### src/rtl/fpmul_out_stage.sv
// Registered output stage for the single-precision multiplier: IEEE special-value
// substitution, 2-entry skid buffer, sticky flags. Optional macro FPOUT_EXC_CNT_EN adds exception counters.
module fpmul_out_stage #(
  parameter int DEPTH = 2,
  parameter int CNT_W = 16
) (
  input  logic             clk,
  input  logic             rst,
  input  logic             in_valid,
  output logic             in_ready,
  input  logic [31:0]      in_result,
  input  logic             in_overflow,
  input  logic             in_underflow,
  output logic             out_valid,
  input  logic             out_ready,
  output logic [31:0]      out_result,
  output logic [1:0]       out_flags,
  input  logic             sticky_clr,
  output logic             sticky_ovf,
  output logic             sticky_unf,
  output logic [CNT_W-1:0] acc_count
`ifdef FPOUT_EXC_CNT_EN
  ,
  output logic [CNT_W-1:0] ovf_count,
  output logic [CNT_W-1:0] unf_count
`endif
);

  generate
    if (DEPTH != 2) begin : g_depth_check
      $error("fpmul_out_stage: DEPTH must be 2");
    end
  endgenerate

  typedef enum logic [1:0] {
    EMPTY = 2'd0,
    ONE   = 2'd1,
    FULL  = 2'd2
  } state_t;

  localparam logic [CNT_W-1:0] CNT_ONE = {{(CNT_W-1){1'b0}}, 1'b1};
  localparam logic [CNT_W-1:0] CNT_MAX = {CNT_W{1'b1}};

  // Overflow dominates underflow; sign is always preserved.
  function automatic logic [31:0] substitute(input logic [31:0] r, input logic ovf, input logic unf);
    if (ovf) begin
      return {r[31], 8'hFF, 23'h000000};
    end else if (unf) begin
      return {r[31], 8'h00, 23'h000000};
    end else begin
      return r;
    end
  endfunction

  function automatic logic [CNT_W-1:0] sat_inc(input logic [CNT_W-1:0] c);
    if (c == CNT_MAX) begin
      return c;
    end else begin
      return c + CNT_ONE;
    end
  endfunction

  state_t            state_r, next_state_s;
  logic              in_ready_r, out_valid_r;
  logic [31:0]       head_res_r, skid_res_r;
  logic [1:0]        head_flg_r, skid_flg_r;
  logic              sticky_ovf_r, sticky_unf_r;
  logic [CNT_W-1:0]  acc_count_r;
  logic              accept_s, pop_s;
  logic              load_head_in_s, load_head_skid_s, load_skid_s;
  logic [31:0]       sub_res_s;
  logic [1:0]        in_flg_s;

  assign accept_s  = in_valid & in_ready_r;
  assign pop_s     = out_valid_r & out_ready;
  assign sub_res_s = substitute(in_result, in_overflow, in_underflow);
  assign in_flg_s  = {in_overflow, in_underflow};

  // Next-state and buffer load selection.
  always_comb begin
    next_state_s     = state_r;
    load_head_in_s   = 1'b0;
    load_head_skid_s = 1'b0;
    load_skid_s      = 1'b0;
    case (state_r)
      EMPTY: begin
        if (accept_s) begin
          next_state_s   = ONE;
          load_head_in_s = 1'b1;
        end else begin
          next_state_s = EMPTY;
        end
      end
      ONE: begin
        if (accept_s && pop_s) begin
          next_state_s   = ONE;
          load_head_in_s = 1'b1;
        end else if (accept_s) begin
          next_state_s = FULL;
          load_skid_s  = 1'b1;
        end else if (pop_s) begin
          next_state_s = EMPTY;
        end else begin
          next_state_s = ONE;
        end
      end
      FULL: begin
        if (pop_s) begin
          next_state_s     = ONE;
          load_head_skid_s = 1'b1;
        end else begin
          next_state_s = FULL;
        end
      end
      default: begin
        next_state_s = EMPTY;
      end
    endcase
  end

  // State, handshake registers and buffer entries.
  always_ff @(posedge clk or posedge rst) begin
    if (rst) begin
      state_r     <= EMPTY;
      in_ready_r  <= 1'b1;
      out_valid_r <= 1'b0;
      head_res_r  <= 32'h0000_0000;
      head_flg_r  <= 2'b00;
      skid_res_r  <= 32'h0000_0000;
      skid_flg_r  <= 2'b00;
    end else begin
      state_r     <= next_state_s;
      in_ready_r  <= (next_state_s != FULL);
      out_valid_r <= (next_state_s != EMPTY);
      if (load_head_in_s) begin
        head_res_r <= sub_res_s;
        head_flg_r <= in_flg_s;
      end else if (load_head_skid_s) begin
        head_res_r <= skid_res_r;
        head_flg_r <= skid_flg_r;
      end
      if (load_skid_s) begin
        skid_res_r <= sub_res_s;
        skid_flg_r <= in_flg_s;
      end
    end
  end

  // Sticky flags (a flagged accept beats a coincident clear) and accept counter.
  always_ff @(posedge clk or posedge rst) begin
    if (rst) begin
      sticky_ovf_r <= 1'b0;
      sticky_unf_r <= 1'b0;
      acc_count_r  <= '0;
    end else begin
      if (accept_s && in_overflow) begin
        sticky_ovf_r <= 1'b1;
      end else if (sticky_clr) begin
        sticky_ovf_r <= 1'b0;
      end
      if (accept_s && in_underflow) begin
        sticky_unf_r <= 1'b1;
      end else if (sticky_clr) begin
        sticky_unf_r <= 1'b0;
      end
      if (accept_s) begin
        acc_count_r <= sat_inc(acc_count_r);
      end
    end
  end

`ifdef FPOUT_EXC_CNT_EN
  logic [CNT_W-1:0] ovf_count_r, unf_count_r;

  // Exception counters: clear restarts at 1 when a flagged accept coincides.
  always_ff @(posedge clk or posedge rst) begin
    if (rst) begin
      ovf_count_r <= '0;
      unf_count_r <= '0;
    end else begin
      if (sticky_clr) begin
        ovf_count_r <= (accept_s && in_overflow) ? CNT_ONE : '0;
        unf_count_r <= (accept_s && in_underflow) ? CNT_ONE : '0;
      end else begin
        if (accept_s && in_overflow) begin
          ovf_count_r <= sat_inc(ovf_count_r);
        end
        if (accept_s && in_underflow) begin
          unf_count_r <= sat_inc(unf_count_r);
        end
      end
    end
  end

  assign ovf_count = ovf_count_r;
  assign unf_count = unf_count_r;
`endif

  assign in_ready   = in_ready_r;
  assign out_valid  = out_valid_r;
  assign out_result = head_res_r;
  assign out_flags  = head_flg_r;
  assign sticky_ovf = sticky_ovf_r;
  assign sticky_unf = sticky_unf_r;
  assign acc_count  = acc_count_r;

endmodule

### config.mk
export PLATFORM = sky130hd
export DESIGN_NAME = fpmul_out_stage
export DESIGN_NICKNAME = d
export VERILOG_FILES = /design/src/rtl/fpmul_out_stage.sv
export SDC_FILE = /design/constraint.sdc
export NUM_CORES = 1
export LEC_CHECK = 0
export ABC_AREA = 1
export BUFFER_PORTS_ARGS = -buffer_cell sky130_fd_sc_hd__buf_2
export CORE_ASPECT_RATIO = 0.9
export CORE_MARGIN = 5
export CORE_UTILIZATION = 40
export DETAILED_ROUTE_END_ITERATION = 10
export HOLD_SLACK_MARGIN = 0.06
export SLEW_MARGIN = 10
export SYNTH_ARGS = -nofsm -noshare
export SYNTH_HDL_FRONTEND = slang
export SYNTH_SLANG_ARGS = --single-unit
### constraint.sdc
create_clock -name clk -period 5.7 [get_ports clk]
set_clock_uncertainty 0.15 [all_clocks]
set_input_delay 1.14 -clock clk [delete_from_list [all_inputs] [get_ports clk]]
set_output_delay 1.14 -clock clk [all_outputs]
set_load 0.01 [all_outputs]
Word level (Yosys, flattened, before mapping)
Index checks and enable logic that the tools add are counted.
{"block": "totals", "out_inout_bits": 54, "ff_bits": 90, "word_cells": 49, "inputBits": 39}
{"block": "op_classes", "n_eq_ne": 4, "n_reduce_logical": 9, "n_addsub": 1, "n_bitwise": 3, "n_mux": 22}
{"op": "$mux W32", "n": 2}
{"op": "$mux W31", "n": 2}
{"op": "$add A16 B1 Y16 const B", "n": 1}
{"op": "$eq A16 B16 Y1 const B", "n": 1}
{"op": "$mux W1", "n": 11}
{"op": "$mux W2", "n": 5}
{"op": "$reduce_bool A2 Y1", "n": 4}
{"op": "$pmux W2 S3", "n": 1}
{"op": "$logic_and A1 B1 Y1", "n": 3}
{"op": "$and A1 B1 Y1", "n": 2}
{"op": "$eq A2 B1 Y1 const B", "n": 1}
{"op": "$eq A2 B2 Y1 const B", "n": 1}
{"op": "$logic_not A2 Y1", "n": 1}
{"op": "$ne A2 B2 Y1 const B", "n": 1}
{"op": "$pmux W1 S2", "n": 1}
{"op": "$reduce_and A2 Y1", "n": 1}
{"op": "$not A1 Y1", "n": 1}

Logic depth before layout (Yosys ltp)
{"block": "logic_depth", "depth_word": 6, "ltp_mapped": 10, "mapped_depth_nobuf": 9}

Worst setup path after synthesis
No wires, ideal clock.
{"block": "synth_timing", "path_kind": "input to register", "start": "input in_valid", "end": "register skid_res_r[30]", "cell_stages": 6, "path_buffers": 1, "setup_time_ns": 0.125, "t_required_ns": 5.425, "setup_slack_ns": 3.276, "t_arrival_ns": 2.149, "path_cell_list": "nand2_1 > inv_1 > ha_1 > nand2_1 > buf_2 > mux2_2"}
{"block": "synth_via", "elab_chain_len": 4, "word_cells_on_any_way": 5, "classes_between": "mux (3); bitwise (1); reduce/logical (1)"}
{"item": "start, declared", "line_no": "9", "rtl": "input logic in_valid,"}
{"item": "$and A1 B1 Y1 *", "line_no": "74", "rtl": "assign accept_s = in_valid & in_ready_r;"}
{"item": "$mux W1 / $logic_and A1 B1 Y1 (equally long branches)", "line_no": "98, 95"}
{"item": "$mux W1 *", "line_no": "95", "rtl": "if (accept_s && pop_s) begin"}
{"item": "$mux W1 *", "line_no": "85", "rtl": "case (state_r)"}
{"item": "end signal, assigned", "line_no": "143", "rtl": "skid_res_r <= sub_res_s;"}
{"item": "end, declared", "line_no": "65", "rtl": "logic [31:0] head_res_r, skid_res_r;"}
Every way passes the cells marked *; elsewhere a longest branch is shown, timed or not.
A chain may end at the register's enable or synchronous reset.

Worst setup path in the final report
{"block": "layout_timing", "start": "input in_valid", "end": "register out_valid_r (netlist: out_valid)"}
{"block": "layout_via", "elab_chain_len": 5, "word_cells_on_any_way": 7, "classes_between": "mux (4); bitwise (1); reduce/logical (2)"}
{"item": "$and A1 B1 Y1 *", "line_no": "74"}
{"item": "$mux W2 / $logic_and A1 B1 Y1 (equally long branches)", "line_no": "98, 95"}
{"item": "$mux W2 *", "line_no": "95"}
{"item": "$pmux W2 S3 *", "line_no": "85"}
{"item": "net next_state_s[1]", "line_no": "63", "rtl": "state_t state_r, next_state_s;"}
{"item": "$reduce_bool A2 Y1 *", "line_no": "134", "rtl": "out_valid_r <= (next_state_s != EMPTY);"}
{"item": "end signal, assigned", "line_no": "134"}
{"item": "end, declared", "line_no": "64", "rtl": "logic in_ready_r, out_valid_r;"}
The timed path passes the listed nets; every way through them passes the cells marked *.

==> impl_metrics.toml <==
[clock_network]
cts_made_buffers = 9
hold_buffers = 0
cts-htree-levels = 3
clk_pin_slew_worst_paths_ns = 0.06
cts_root_buf = "clkbuf_16"
ctsResizeCount = 0
cts.sinks = 90
tritoncts = "yes"
post_cts_buffers = 0
clock_latency_ns = 0.34
clockBufferDepth = 2

[power_and_ir_drop]
p_switching_uw = 966.3
finalPower_uw = 2575
p_int_uw = 1609
power_density_nw_per_um2 = 501.6
p_clk_share_pct = 23.2
cellLeakagePower_uw = 0.002695
p_comb_share_pct = 35.2
seq_power_share_pct = 41.6
swShare_pct = 37.53
irDropWorstVdd_uv = 175.1

[min_path]
hp-start = "skid_res_r[3]$_DFFE_PP0P_"
min_to = "skid_res_r[3]$_DFFE_PP0P_"
holdPathStages = 2
hold_path_class = "reg -> reg"

[sta]
max_slew_margin_pct = 25.16
finalSetupTns_ns = 0
max_freq_mhz = 329.1
finalSetupViolations = 0
hold_viol_final = 0
min_period_over_period_pct = 53.31
period_needed_ns = 3.039
rsz0062_at_grt = "false"
worstMarginPinSlew_ns = 1.119
slew_viol_final = 0

[global_routing]
grt_use_total_pct = 16.68
grt_pass1_vias = 3468
grt_overflow_total = 0
grt_max_degree = 68
antenna_found_initial = 0
grt_pass1_wl_mm = 17.25

[worst_setup_path]
r2r_slack_ns = 3.16
cp_num_buf_inv = 3
cp_max_fo = 67
cp_slowest_stage_delay_ns = 0.79
crit_slowest_cell = "nand2_2"
critPathKind = "in -> reg"
end_kind = "flop"
worstPathArrival_ns = 3.11
crit_chain = "buf_2 -> nand2_1 -> inv_1 -> ha_1 -> nand2_2 -> o21ai_0 -> inv_1 -> nand2_1"
required_ns = 5.77
reg2reg_depth = 5
crit_family = "simple AND/OR/NAND/NOR gates"
timing.rr.start = "in_ready$_DFF_PP1_"
worstReg2RegEnd = "skid_res_r[30]$_DFFE_PP0P_"
startpoint_type = "input pin"

[logic_synthesis]
synthTopCellsByArea = "dfrtp_1 51%, nand2_1 21%, nand3_1 5.2%"
synth_flop_cell = "dfrtp_1"
synth_top_area_share_pct = 51.25
syn_area_per_cell_um2 = 7.760
postSynthCellCount = 560
async_reset_ff_share_pct = 100.0
yosysTopAreaCell = "dfrtp_1"
synth_edf_count = 0
ys_warn_count = 0
yosysMostFrequentCell = "nand2_1"
seq_area_frac_synth_pct = 51.86
synth_common_cells = "242 x nand2_1, 89 x dfrtp_1, 52 x inv_1"
syn-num-nets = 601
netlist_area_um2 = 4345
ys_ff_latch = 90
synth_cell_type_count = 27

[routing]
wl_met3_um = 563
topRoutingLayerUsed = "met4"
dr_wl_met2_mm = 4.963
detail_route.wl_per_cell_um = 13.48
wl_met1_mm = 4.887
via_per_inst = 4.766
drtIter0Drc = 203
drcViolationCount = 0
totalWireLength_mm = 10.47
num_vias = 3703
firstDrtPassIters = 5
ant_nets = 0

[finish]
drive_gt1_share_pct = 19.57
diodes = 0
nets = 680
synthToLayoutAreaGrowth_pct = 18.14

[floorplan]
dieArea_um2 = 13050
num_rows = 36
fp.dieW_um = 119.9
core_area_um2 = 10720
die_h_um = 108.9
io_pins = 93
start_util_pct = 40.53

[placement]
routabilityCongestion = 0.7877
numPortBuffers = 92
hpwl_mm = 6.919

[status]
status = "completed"

[run]
drv_cap = 0
kinds of logic (layout without fill, tap and decap cells):
kind of cell	count (synthesis)	count (layout)	share of synthesized area (%)
compound gates	55	55	6.997
simple gates	324	324	30.41
fa+ha+maj	2	2	0.5758
buf+inv	81	165	8.436
flops	90	90	51.86
mux	2	2	0.5182
xor+xnor	6	6	1.209
registers in the layout, indices dropped and copies added, names as in the netlist:
| signal | cells |
|---|---|
| out_result | 32 |
| skid_res_r | 32 |
| acc_count | 16 |
| out_flags | 2 |
| skid_flg_r | 2 |
| state_r | 2 |
| in_ready | 1 |
| out_valid | 1 |
| sticky_ovf | 1 |
| sticky_unf | 1 |
routing by layer:
| metal | up-vias | GRT usage (%) |
|---|---|---|
| met5 | - | 0 |
| li1 | 1906 | - |
| met3 | 4 | 5.135 |
| met2 | 87 | 27.06 |
| met4 | 0 | 3.679 |
| met1 | 1706 | 22.21 |
worst max path at each step:
stage,endpoint,slack [ns],cells after the start,startpoint
after floorplan,acc_count[0]$_DFFE_PP0P_,2.08,1,rst
after global placement,out_valid$_DFF_PP0_,2.29,8,in_valid
after detailed placement,out_valid$_DFF_PP0_,2.24,8,in_valid
after CTS,out_valid$_DFF_PP0_,2.62,8,in_valid
after global routing,out_valid$_DFF_PP0_,2.39,8,in_valid
final,out_valid$_DFF_PP0_,2.66,8,in_valid
area by class of cell:
class	instances	area [um2]
repair buffers	93	467.9
well taps	133	166.4
inverters	56	211.5
flip-flops and latches	90	2253
clock inverters	2	35.03
clock buffers	14	264.0
fillers	1117	5587
multi-input cells	389	1735
metrics by stage:
stage / hold slack, ns / std cells / instance area [um2] / worst slack [ns] / utilization [%]
6_report: 0.3347 / 777 / 5134 / 2.661 / 47.89
3_5_place_dp: 0.3232 / 761 / 4835 / 2.242 / 45.10
3_3_place_gp: 0.3153 / 761 / 4835 / 2.287 / 45.10
4_1_cts: 0.3387 / 777 / 5134 / 2.617 / 47.89
5_1_grt: 0.3490 / 777 / 5134 / 2.389 / 47.89
2_1_floorplan: 0.3034 / 560 / 4345 / 2.076 / -
power groups by stage:
stage / logic [uW] / registers, uW / clock network (uW)
floorplan: 576 / 1120 / 0
global placement: 903 / 1070 / 0
CTS: 928 / 1070 / 617
global route: 1050 / 1100 / 644
detailed placement: 925 / 1080 / 0
finish: 905 / 1070 / 598
worst min-delay path, cell delays in order (launching register included):
cell	delay, ns
dfrtp_1	0.34
nand2_1	0.05
o21ai_0	0.06
layout by cell type, fill, tap and decap left out, types with 3 or more instances in the layout:
cell type	n
o211ai_1	6
nand3_1	45
nand4_1	7
nand2_2	4
buf_2	92
nor2_1	21
xnor2_1	5
a21oi_1	7
o21ai_0	29
clkbuf_16	9
clkbuf_1	3
inv_2	4
nor2_2	3
dfrtp_1	89
nand2_1	241
inv_1	51
o21ai_1	8
Power figures use the tool's default switching activity.
